`src/rtl/pdp8_panel_pkg.sv`:
```
// ---------------------------------------------------------------------------
// pdp8_panel_pkg
// Shared definitions for the PDP-8 front-panel run-control sequencer:
// the 3-bit FSM state encoding (also exported on the debug state port)
// and the default debounce/clear timing parameters.
// ---------------------------------------------------------------------------
package pdp8_panel_pkg;

  localparam int STATE_W = 3;

  typedef enum logic [STATE_W-1:0] {
    ST_IDLE     = 3'd0,
    ST_CLEARING = 3'd1,
    ST_RUNNING  = 3'd2,
    ST_STEPPING = 3'd3,
    ST_HALTING  = 3'd4
  } state_e;

  localparam int DEF_DEBOUNCE_TICKS = 16;
  localparam int DEF_CLEAR_CYCLES   = 4;
  localparam int DEF_CNT_W          = 8;

endpackage

```
`src/rtl/pdp8_panel_sequencer_if.sv`:
```
// ---------------------------------------------------------------------------
// pdp8_panel_sequencer_if
// Groups the panel-side inputs (debounce strobe, raw buttons, step switch)
// and the core-side status/control signals of the run-control sequencer.
//   master : board/core side - drives TICK, buttons, SW_STEP, cpu status;
//            observes the core controls, LEDs and debug state.
//   slave  : the sequencer itself.
// ---------------------------------------------------------------------------
interface pdp8_panel_sequencer_if;
  import pdp8_panel_pkg::*;

  logic               TICK;
  logic               nBUT_RUN;
  logic               nBUT_CLEAR;
  logic               SW_STEP;
  logic               cpu_halted;
  logic               cpu_instr_done;
  logic               cpu_reset;
  logic               cpu_clear;
  logic               cpu_run;
  logic               cpu_halt_req;
  logic               led_run;
  logic               led_busy;
  logic [STATE_W-1:0] state;

  modport master (
    output TICK, nBUT_RUN, nBUT_CLEAR, SW_STEP, cpu_halted, cpu_instr_done,
    input  cpu_reset, cpu_clear, cpu_run, cpu_halt_req, led_run, led_busy, state
  );

  modport slave (
    input  TICK, nBUT_RUN, nBUT_CLEAR, SW_STEP, cpu_halted, cpu_instr_done,
    output cpu_reset, cpu_clear, cpu_run, cpu_halt_req, led_run, led_busy, state
  );

endinterface

```
`src/rtl/pdp8_debounce.sv`:
```
// ---------------------------------------------------------------------------
// pdp8_debounce
// One active-low push button: 2-flop synchronizer, TICK-qualified debounce
// counter and a one-cycle press pulse on the debounced 1->0 transition.
//   CLK, RESET : clock, asynchronous active-high reset
//   tick_i     : debounce strobe (one CLK cycle wide)
//   n_but_i    : raw asynchronous button, active low
//   press_o    : one-cycle pulse, two cycles after the accepting TICK
// ---------------------------------------------------------------------------
module pdp8_debounce #(
  parameter int DEBOUNCE_TICKS = pdp8_panel_pkg::DEF_DEBOUNCE_TICKS,
  parameter int CNT_W          = pdp8_panel_pkg::DEF_CNT_W
) (
  input  logic CLK,
  input  logic RESET,
  input  logic tick_i,
  input  logic n_but_i,
  output logic press_o
);

  logic             sync1_q, sync2_q;
  logic             stable_q, stable_d;
  logic             stable_dly_q;
  logic             press_q;
  logic [CNT_W-1:0] cnt_q, cnt_d;

  // The counter only survives while the synced level disagrees with the
  // accepted level; any agreement (even a single bounce) restarts it.
  always_comb begin
    stable_d = stable_q;
    cnt_d    = '0;
    if (sync2_q != stable_q) begin
      if (!tick_i) begin
        cnt_d = cnt_q;
      end else if (cnt_q == CNT_W'(DEBOUNCE_TICKS - 1)) begin
        stable_d = sync2_q;
      end else begin
        cnt_d = cnt_q + CNT_W'(1);
      end
    end
  end

  always_ff @(posedge CLK or posedge RESET) begin
    if (RESET) begin
      sync1_q      <= 1'b1;
      sync2_q      <= 1'b1;
      stable_q     <= 1'b1;
      stable_dly_q <= 1'b1;
      cnt_q        <= '0;
      press_q      <= 1'b0;
    end else begin
      sync1_q      <= n_but_i;
      sync2_q      <= sync1_q;
      stable_q     <= stable_d;
      cnt_q        <= cnt_d;
      stable_dly_q <= stable_q;
      // Registered edge detect: pulse in the cycle after stable fell.
      press_q      <= stable_dly_q & ~stable_q;
    end
  end

  assign press_o = press_q;

endmodule

```
`src/rtl/pdp8_panel_sequencer.sv`:
```
// ---------------------------------------------------------------------------
// pdp8_panel_sequencer
// Front-panel run-control for the PDP-8 core. Debounces RUN/STOP and CLEAR,
// then sequences the core through clear, run, single-step and halt.
//   CLK, RESET : CPU clock, asynchronous active-high reset
//   bus (slave): TICK, nBUT_RUN, nBUT_CLEAR, SW_STEP, cpu_halted,
//                cpu_instr_done in; cpu_reset, cpu_clear, cpu_run,
//                cpu_halt_req, led_run, led_busy, state out
// ---------------------------------------------------------------------------
module pdp8_panel_sequencer
  import pdp8_panel_pkg::*;
#(
  parameter int DEBOUNCE_TICKS = DEF_DEBOUNCE_TICKS,
  parameter int CLEAR_CYCLES   = DEF_CLEAR_CYCLES,
  parameter int CNT_W          = DEF_CNT_W
) (
  input logic                   CLK,
  input logic                   RESET,
  pdp8_panel_sequencer_if.slave bus
);

  logic             run_press, clr_press;
  state_e           state_q, state_d;
  logic [CNT_W-1:0] clr_cnt_q, clr_cnt_d;
  logic             cpu_reset_q, cpu_clear_q, cpu_run_q, cpu_halt_req_q;
  logic             led_run_q, led_busy_q;

  pdp8_debounce #(.DEBOUNCE_TICKS(DEBOUNCE_TICKS), .CNT_W(CNT_W)) u_db_run (
    .CLK     (CLK),
    .RESET   (RESET),
    .tick_i  (bus.TICK),
    .n_but_i (bus.nBUT_RUN),
    .press_o (run_press)
  );

  pdp8_debounce #(.DEBOUNCE_TICKS(DEBOUNCE_TICKS), .CNT_W(CNT_W)) u_db_clear (
    .CLK     (CLK),
    .RESET   (RESET),
    .tick_i  (bus.TICK),
    .n_but_i (bus.nBUT_CLEAR),
    .press_o (clr_press)
  );

  // Clear press overrides everything, including a simultaneous run press.
  // Halt from the core outranks a run press while RUNNING.
  always_comb begin
    state_d   = ST_IDLE;
    clr_cnt_d = '0;
    if (clr_press) begin
      state_d = ST_CLEARING;
    end else begin
      case (state_q)
        ST_IDLE:     state_d = !run_press ? ST_IDLE :
                               (bus.SW_STEP ? ST_STEPPING : ST_RUNNING);
        ST_CLEARING: begin
          if (clr_cnt_q != CNT_W'(CLEAR_CYCLES - 1)) begin
            state_d   = ST_CLEARING;
            clr_cnt_d = clr_cnt_q + CNT_W'(1);
          end
        end
        ST_RUNNING:  state_d = bus.cpu_halted ? ST_IDLE :
                               (run_press ? ST_HALTING : ST_RUNNING);
        ST_STEPPING: state_d = bus.cpu_instr_done ? ST_IDLE : ST_STEPPING;
        ST_HALTING:  state_d = bus.cpu_halted ? ST_IDLE : ST_HALTING;
        default:     state_d = ST_IDLE;
      endcase
    end
  end

  // Outputs are decoded from the next state so they switch with the state.
  always_ff @(posedge CLK or posedge RESET) begin
    if (RESET) begin
      state_q        <= ST_IDLE;
      clr_cnt_q      <= '0;
      cpu_reset_q    <= 1'b0;
      cpu_clear_q    <= 1'b0;
      cpu_run_q      <= 1'b0;
      cpu_halt_req_q <= 1'b0;
      led_run_q      <= 1'b0;
      led_busy_q     <= 1'b0;
    end else begin
      state_q        <= state_d;
      clr_cnt_q      <= clr_cnt_d;
      cpu_reset_q    <= (state_d == ST_CLEARING);
      cpu_clear_q    <= (state_d == ST_CLEARING);
      cpu_run_q      <= (state_d == ST_RUNNING) || (state_d == ST_STEPPING) ||
                        (state_d == ST_HALTING);
      cpu_halt_req_q <= (state_d == ST_HALTING);
      led_run_q      <= (state_d == ST_RUNNING) || (state_d == ST_STEPPING) ||
                        (state_d == ST_HALTING);
      led_busy_q     <= (state_d == ST_CLEARING);
    end
  end

  assign bus.cpu_reset    = cpu_reset_q;
  assign bus.cpu_clear    = cpu_clear_q;
  assign bus.cpu_run      = cpu_run_q;
  assign bus.cpu_halt_req = cpu_halt_req_q;
  assign bus.led_run      = led_run_q;
  assign bus.led_busy     = led_busy_q;
  assign bus.state        = state_q;

endmodule

```
`src/flat_wrapper.sv`:
```
// flat-port wrapper written by rule: the top's interface ports become plain ports
module pdp8_panel_sequencer_flat import pdp8_panel_pkg::*;
#(
  parameter int DEBOUNCE_TICKS = DEF_DEBOUNCE_TICKS,
  parameter int CLEAR_CYCLES   = DEF_CLEAR_CYCLES,
  parameter int CNT_W          = DEF_CNT_W
)
  (CLK, RESET, bus_TICK, bus_nBUT_RUN, bus_nBUT_CLEAR, bus_SW_STEP, bus_cpu_halted, bus_cpu_instr_done, bus_cpu_reset, bus_cpu_clear, bus_cpu_run, bus_cpu_halt_req, bus_led_run, bus_led_busy, bus_state);
  pdp8_panel_sequencer_if bus_i ();
  input logic CLK;
  input logic RESET;
  input wire logic [$bits(bus_i.TICK)-1:0] bus_TICK;
  input wire logic [$bits(bus_i.nBUT_RUN)-1:0] bus_nBUT_RUN;
  input wire logic [$bits(bus_i.nBUT_CLEAR)-1:0] bus_nBUT_CLEAR;
  input wire logic [$bits(bus_i.SW_STEP)-1:0] bus_SW_STEP;
  input wire logic [$bits(bus_i.cpu_halted)-1:0] bus_cpu_halted;
  input wire logic [$bits(bus_i.cpu_instr_done)-1:0] bus_cpu_instr_done;
  output wire logic [$bits(bus_i.cpu_reset)-1:0] bus_cpu_reset;
  output wire logic [$bits(bus_i.cpu_clear)-1:0] bus_cpu_clear;
  output wire logic [$bits(bus_i.cpu_run)-1:0] bus_cpu_run;
  output wire logic [$bits(bus_i.cpu_halt_req)-1:0] bus_cpu_halt_req;
  output wire logic [$bits(bus_i.led_run)-1:0] bus_led_run;
  output wire logic [$bits(bus_i.led_busy)-1:0] bus_led_busy;
  output wire logic [$bits(bus_i.state)-1:0] bus_state;
  assign bus_i.TICK = bus_TICK;
  assign bus_i.nBUT_RUN = bus_nBUT_RUN;
  assign bus_i.nBUT_CLEAR = bus_nBUT_CLEAR;
  assign bus_i.SW_STEP = bus_SW_STEP;
  assign bus_i.cpu_halted = bus_cpu_halted;
  assign bus_i.cpu_instr_done = bus_cpu_instr_done;
  assign bus_cpu_reset = bus_i.cpu_reset;
  assign bus_cpu_clear = bus_i.cpu_clear;
  assign bus_cpu_run = bus_i.cpu_run;
  assign bus_cpu_halt_req = bus_i.cpu_halt_req;
  assign bus_led_run = bus_i.led_run;
  assign bus_led_busy = bus_i.led_busy;
  assign bus_state = bus_i.state;
  pdp8_panel_sequencer #(.DEBOUNCE_TICKS(DEBOUNCE_TICKS), .CLEAR_CYCLES(CLEAR_CYCLES), .CNT_W(CNT_W)) u_core (.CLK(CLK), .RESET(RESET), .bus(bus_i));
endmodule
```
`config.mk`:
```
export PLATFORM = sky130hd
export DESIGN_NAME = pdp8_panel_sequencer_flat
export DESIGN_NICKNAME = d
export VERILOG_FILES = /design/src/rtl/pdp8_panel_pkg.sv /design/src/rtl/pdp8_panel_sequencer_if.sv /design/src/rtl/pdp8_debounce.sv /design/src/rtl/pdp8_panel_sequencer.sv /design/src/flat_wrapper.sv
export SDC_FILE = /design/constraint.sdc
export NUM_CORES = 1
export LEC_CHECK = 0
export CORE_MARGIN = 2
export CORE_UTILIZATION = 47
export DETAILED_ROUTE_END_ITERATION = 12
export PLACE_DENSITY = 0.8
export SLEW_MARGIN = 20
export SYNTH_ARGS = -nofsm -noshare
export SYNTH_HDL_FRONTEND = slang
export SYNTH_SLANG_ARGS = --single-unit
```
`constraint.sdc`:
```
create_clock -name CLK -period 1.75 [get_ports CLK]
set_input_delay 0.4375 -clock CLK [delete_from_list [all_inputs] [get_ports CLK]]
set_output_delay 0.4375 -clock CLK [all_outputs]
set_load 0.01 [all_outputs]
```
==> impl_results.md <==
- Outcome: complete, no violations
- Area grow syn2layout: 26.1%
- Fillers: 287
- Routability cong.: 0.816
- Slew Limit Fails: 0
- Syn_nets: 170
- Worst hold endpoint: u_core.u_db_clear.sync2_q
- Top_reg_cell synth: dfrtp_1
- Crit path kind: reg2out
- Global-route usage over all layers: 0.170
- Io pins: 17
- CTS Buffer Depth: 2
- CTS tree: built
- Post-DP HPWL: 2240 µm
- Clk slew on worst S/H paths: 0.08 ns
- Fin crit period: 1.71 ns
- Post-synth EDFFs: 0
- Critical R2R Launch: u_core.u_db_clear.cnt_q[5]
- Routed Wire Length: 3200 µm
- Clk_skew: 0.00789 ns
- Fmax achieved: 583 MHz
- Top Family by Delay on Critical Path: buffers and inverters
- Worst Setup End Kind: primary output
- Vias: 1,291
- Synth async-reset ratio: 1.00
- Power per cell area: 857 nW/µm²
- Largest net degree at the start of global routing: 41
- Fin worst setup slack: 0.0354 ns
- Core area: 3630 µm²
- # setup viols final: 0
- Setup TNS: 0 ns
- Slowest stage delay, CP: 0.56 ns
- Worst endpoint required time: 1.31 ns
- FP Rows: 22
- Critical path cell sequence: clkdlybuf4s50_1
- PortBufs: 16
- Wirelength per Cell: 13.2 µm
- Slew headroom: 0.564
- Vias in the first global route: 1,372
- Sequential Area: 1010 µm²
- Clk_lat worst skew: 0.29 ns
- Leak: 1.01 nW
- Synth Cell Area: 1770 µm²
- Die Ht: 65.4 µm
- Peak supply drop: 688 µV
- H-tree depth: 2
- Setup WS pre-CTS: -0.0861 ns
- Die outline width: 65.4 µm
- Area of the multi-input gates: 747 µm²
- Register area share after synthesis: 0.570
- Post-synthesis cell count: 159
- Hold_sp: u_core.u_db_clear.sync1_q
- Max cap viols: 0
- Largest area contributor in the netlist: dfrtp_1
- Post-synth top area share: 0.451
- Worst EP arrival: 1.28 ns
- Critical R2R Capture: u_core.u_db_clear.stable_q
- Layout Nets: 205
- Pwr Total: 1.92 mW
- Via-to-Cell Ratio: 5.31
- WP buf/inv: 1
- Final Util: 0.616
- Count of different cell masters after synthesis: 38
- Routed Antenna Nets: 0
- R2r setup slk: 0.07 ns
- # DRC: 0
- Hold depth: 0
- Critical Path Fanout Max: 7
- Die ar.: 4280 µm²
- Cell count along the critical path: 1
- Min-delay worst type: reg2reg
- Final period util: 0.980
- Number of DRC markers in iteration 0: 73
- CP max stage cell: clkdlybuf4s50_1
- Register bit count reported by yosys: 40
- Synth warnings: 0
- 1st-pass router iterations: 4
- Clk root buf: clkbuf_8
- Ant diodes: 0
- Initial antenna violation count: 0
- Fin. Hold Viols: 0
- Mapped Avg Cell Area: 11.2 µm²
- Initial core utilization: 0.488
- First-pass GRT wire length: 5610 µm
- Hold WS: 0.357 ns
- FF-to-FF path depth: 4
- Area contributors post-synth: dfrtp_1, dfstp_2, xor2_1
- Total grt overflow: 0
- Cts bufs inserted: 5
- Layout cell share with drive strength beyond 1: 0.236
- CP Launch Type: flop
- Slew @ Worst Pin: 0.650 ns
- Num Clock Sinks: 40
## per-layer routing
layer	up-vias	wire [µm]	global-route usage
met3	6	126	0.0565
met1	631	1430	0.196
met4	0	40	0.0703
met5	-	0	0
met2	25	1600	0.288
li1	629	-	-
## through the flow
step / instance area, µm² / cells
after floorplan: 1770 / 159
after global placement: 2070 / 230
after detailed placement: 2070 / 230
after CTS: 2180 / 238
after global routing: 2240 / 243
final: 2240 / 243
## repair_timing
action,4_1_cts,5_1_grt
pin swaps,0,1
hold buffers,0,0
setup endpoints to repair,6,10
gates resized for setup,4,3
cloned,0,0
setup buffers,0,5
## where the power goes
part           switching, mW  leakage, nW  internal [mW]
Combinational         0.0879        0.437          0.103
Clock                  0.326       0.0541          0.422
Sequential            0.0236        0.522          0.956
Total                  0.437         1.01           1.48
## registers in the layout (all words and copies together) (netlist names), 3 cells and up
register and cells:
u_core.bus.state 3, u_core.u_db_clear.cnt_q 8, u_core.u_db_run.cnt_q 8, u_core.clr_cnt_q 8
## placed cells by master (no fill, tap or decap), types with 4 or more instances in the layout
| cell type | netlist | final |
|---|---|---|
| a21oi_1 | 8 | 8 |
| and3_1 | 6 | 6 |
| buf_4 | 3 | 16 |
| clkbuf_8 | 0 | 5 |
| clkdlybuf4s50_1 | 0 | 16 |
| dfrtp_1 | 32 | 29 |
| dfstp_2 | 8 | 8 |
| nand2_1 | 10 | 10 |
| nand2b_1 | 5 | 4 |
| nand3_1 | 6 | 6 |
| nand4_1 | 5 | 5 |
| nor2_1 | 19 | 19 |
| nor2b_1 | 4 | 4 |
| xor2_1 | 11 | 11 |
## cells in the mapped netlist (4+ instances only)
cell type / count
nor2b_1: 4
nand2b_1: 5
xor2_1: 11
nand4_1: 5
a21oi_1: 8
nand3_1: 6
dfstp_2: 8
and3_1: 6
nand2_1: 10
dfrtp_1: 32
nor2_1: 19
## cell families after synthesis
family | Yosys count | synth area share
XOR/XNOR | 14 | 0.0691
AO/OA/AOI/OAI | 19 | 0.0705
AND/OR/NAND/NOR | 73 | 0.224
multiplexers | 4 | 0.0261
flip-flops | 40 | 0.570
buffers and inverters | 6 | 0.0197
adder cells (fa/ha/maj) | 3 | 0.0212
## worst max-delay path by stage
stage / start / to / slack (ns)
global placement: bus_TICK / u_core.u_db_clear.cnt_q[0] / -0.05
detailed placement: bus_TICK / u_core.u_db_clear.cnt_q[0] / -0.09
global route: u_core.u_db_clear.cnt_q[4] / u_core.u_db_clear.stable_q / -0.004
floorplan: u_core.clr_cnt_q[0] / u_core.clr_cnt_q[2] / 0.12
CTS: u_core.bus.state[1] / bus_state[1] / 0.02
finish: u_core.bus.state[0] / bus_state[0] / 0.04
## cell type report
class / count / share of cell area
well taps: 48 / 0.0268
multi-input cells: 113 / 0.334
clock inverters: 3 / 0.0190
flip-flops and latches: 40 / 0.454
repair buffers: 33 / 0.134
inverters: 1 / 0.00168
clock buffers: 5 / 0.0308
No activity file was read; power rests on OpenSTA's default activity.
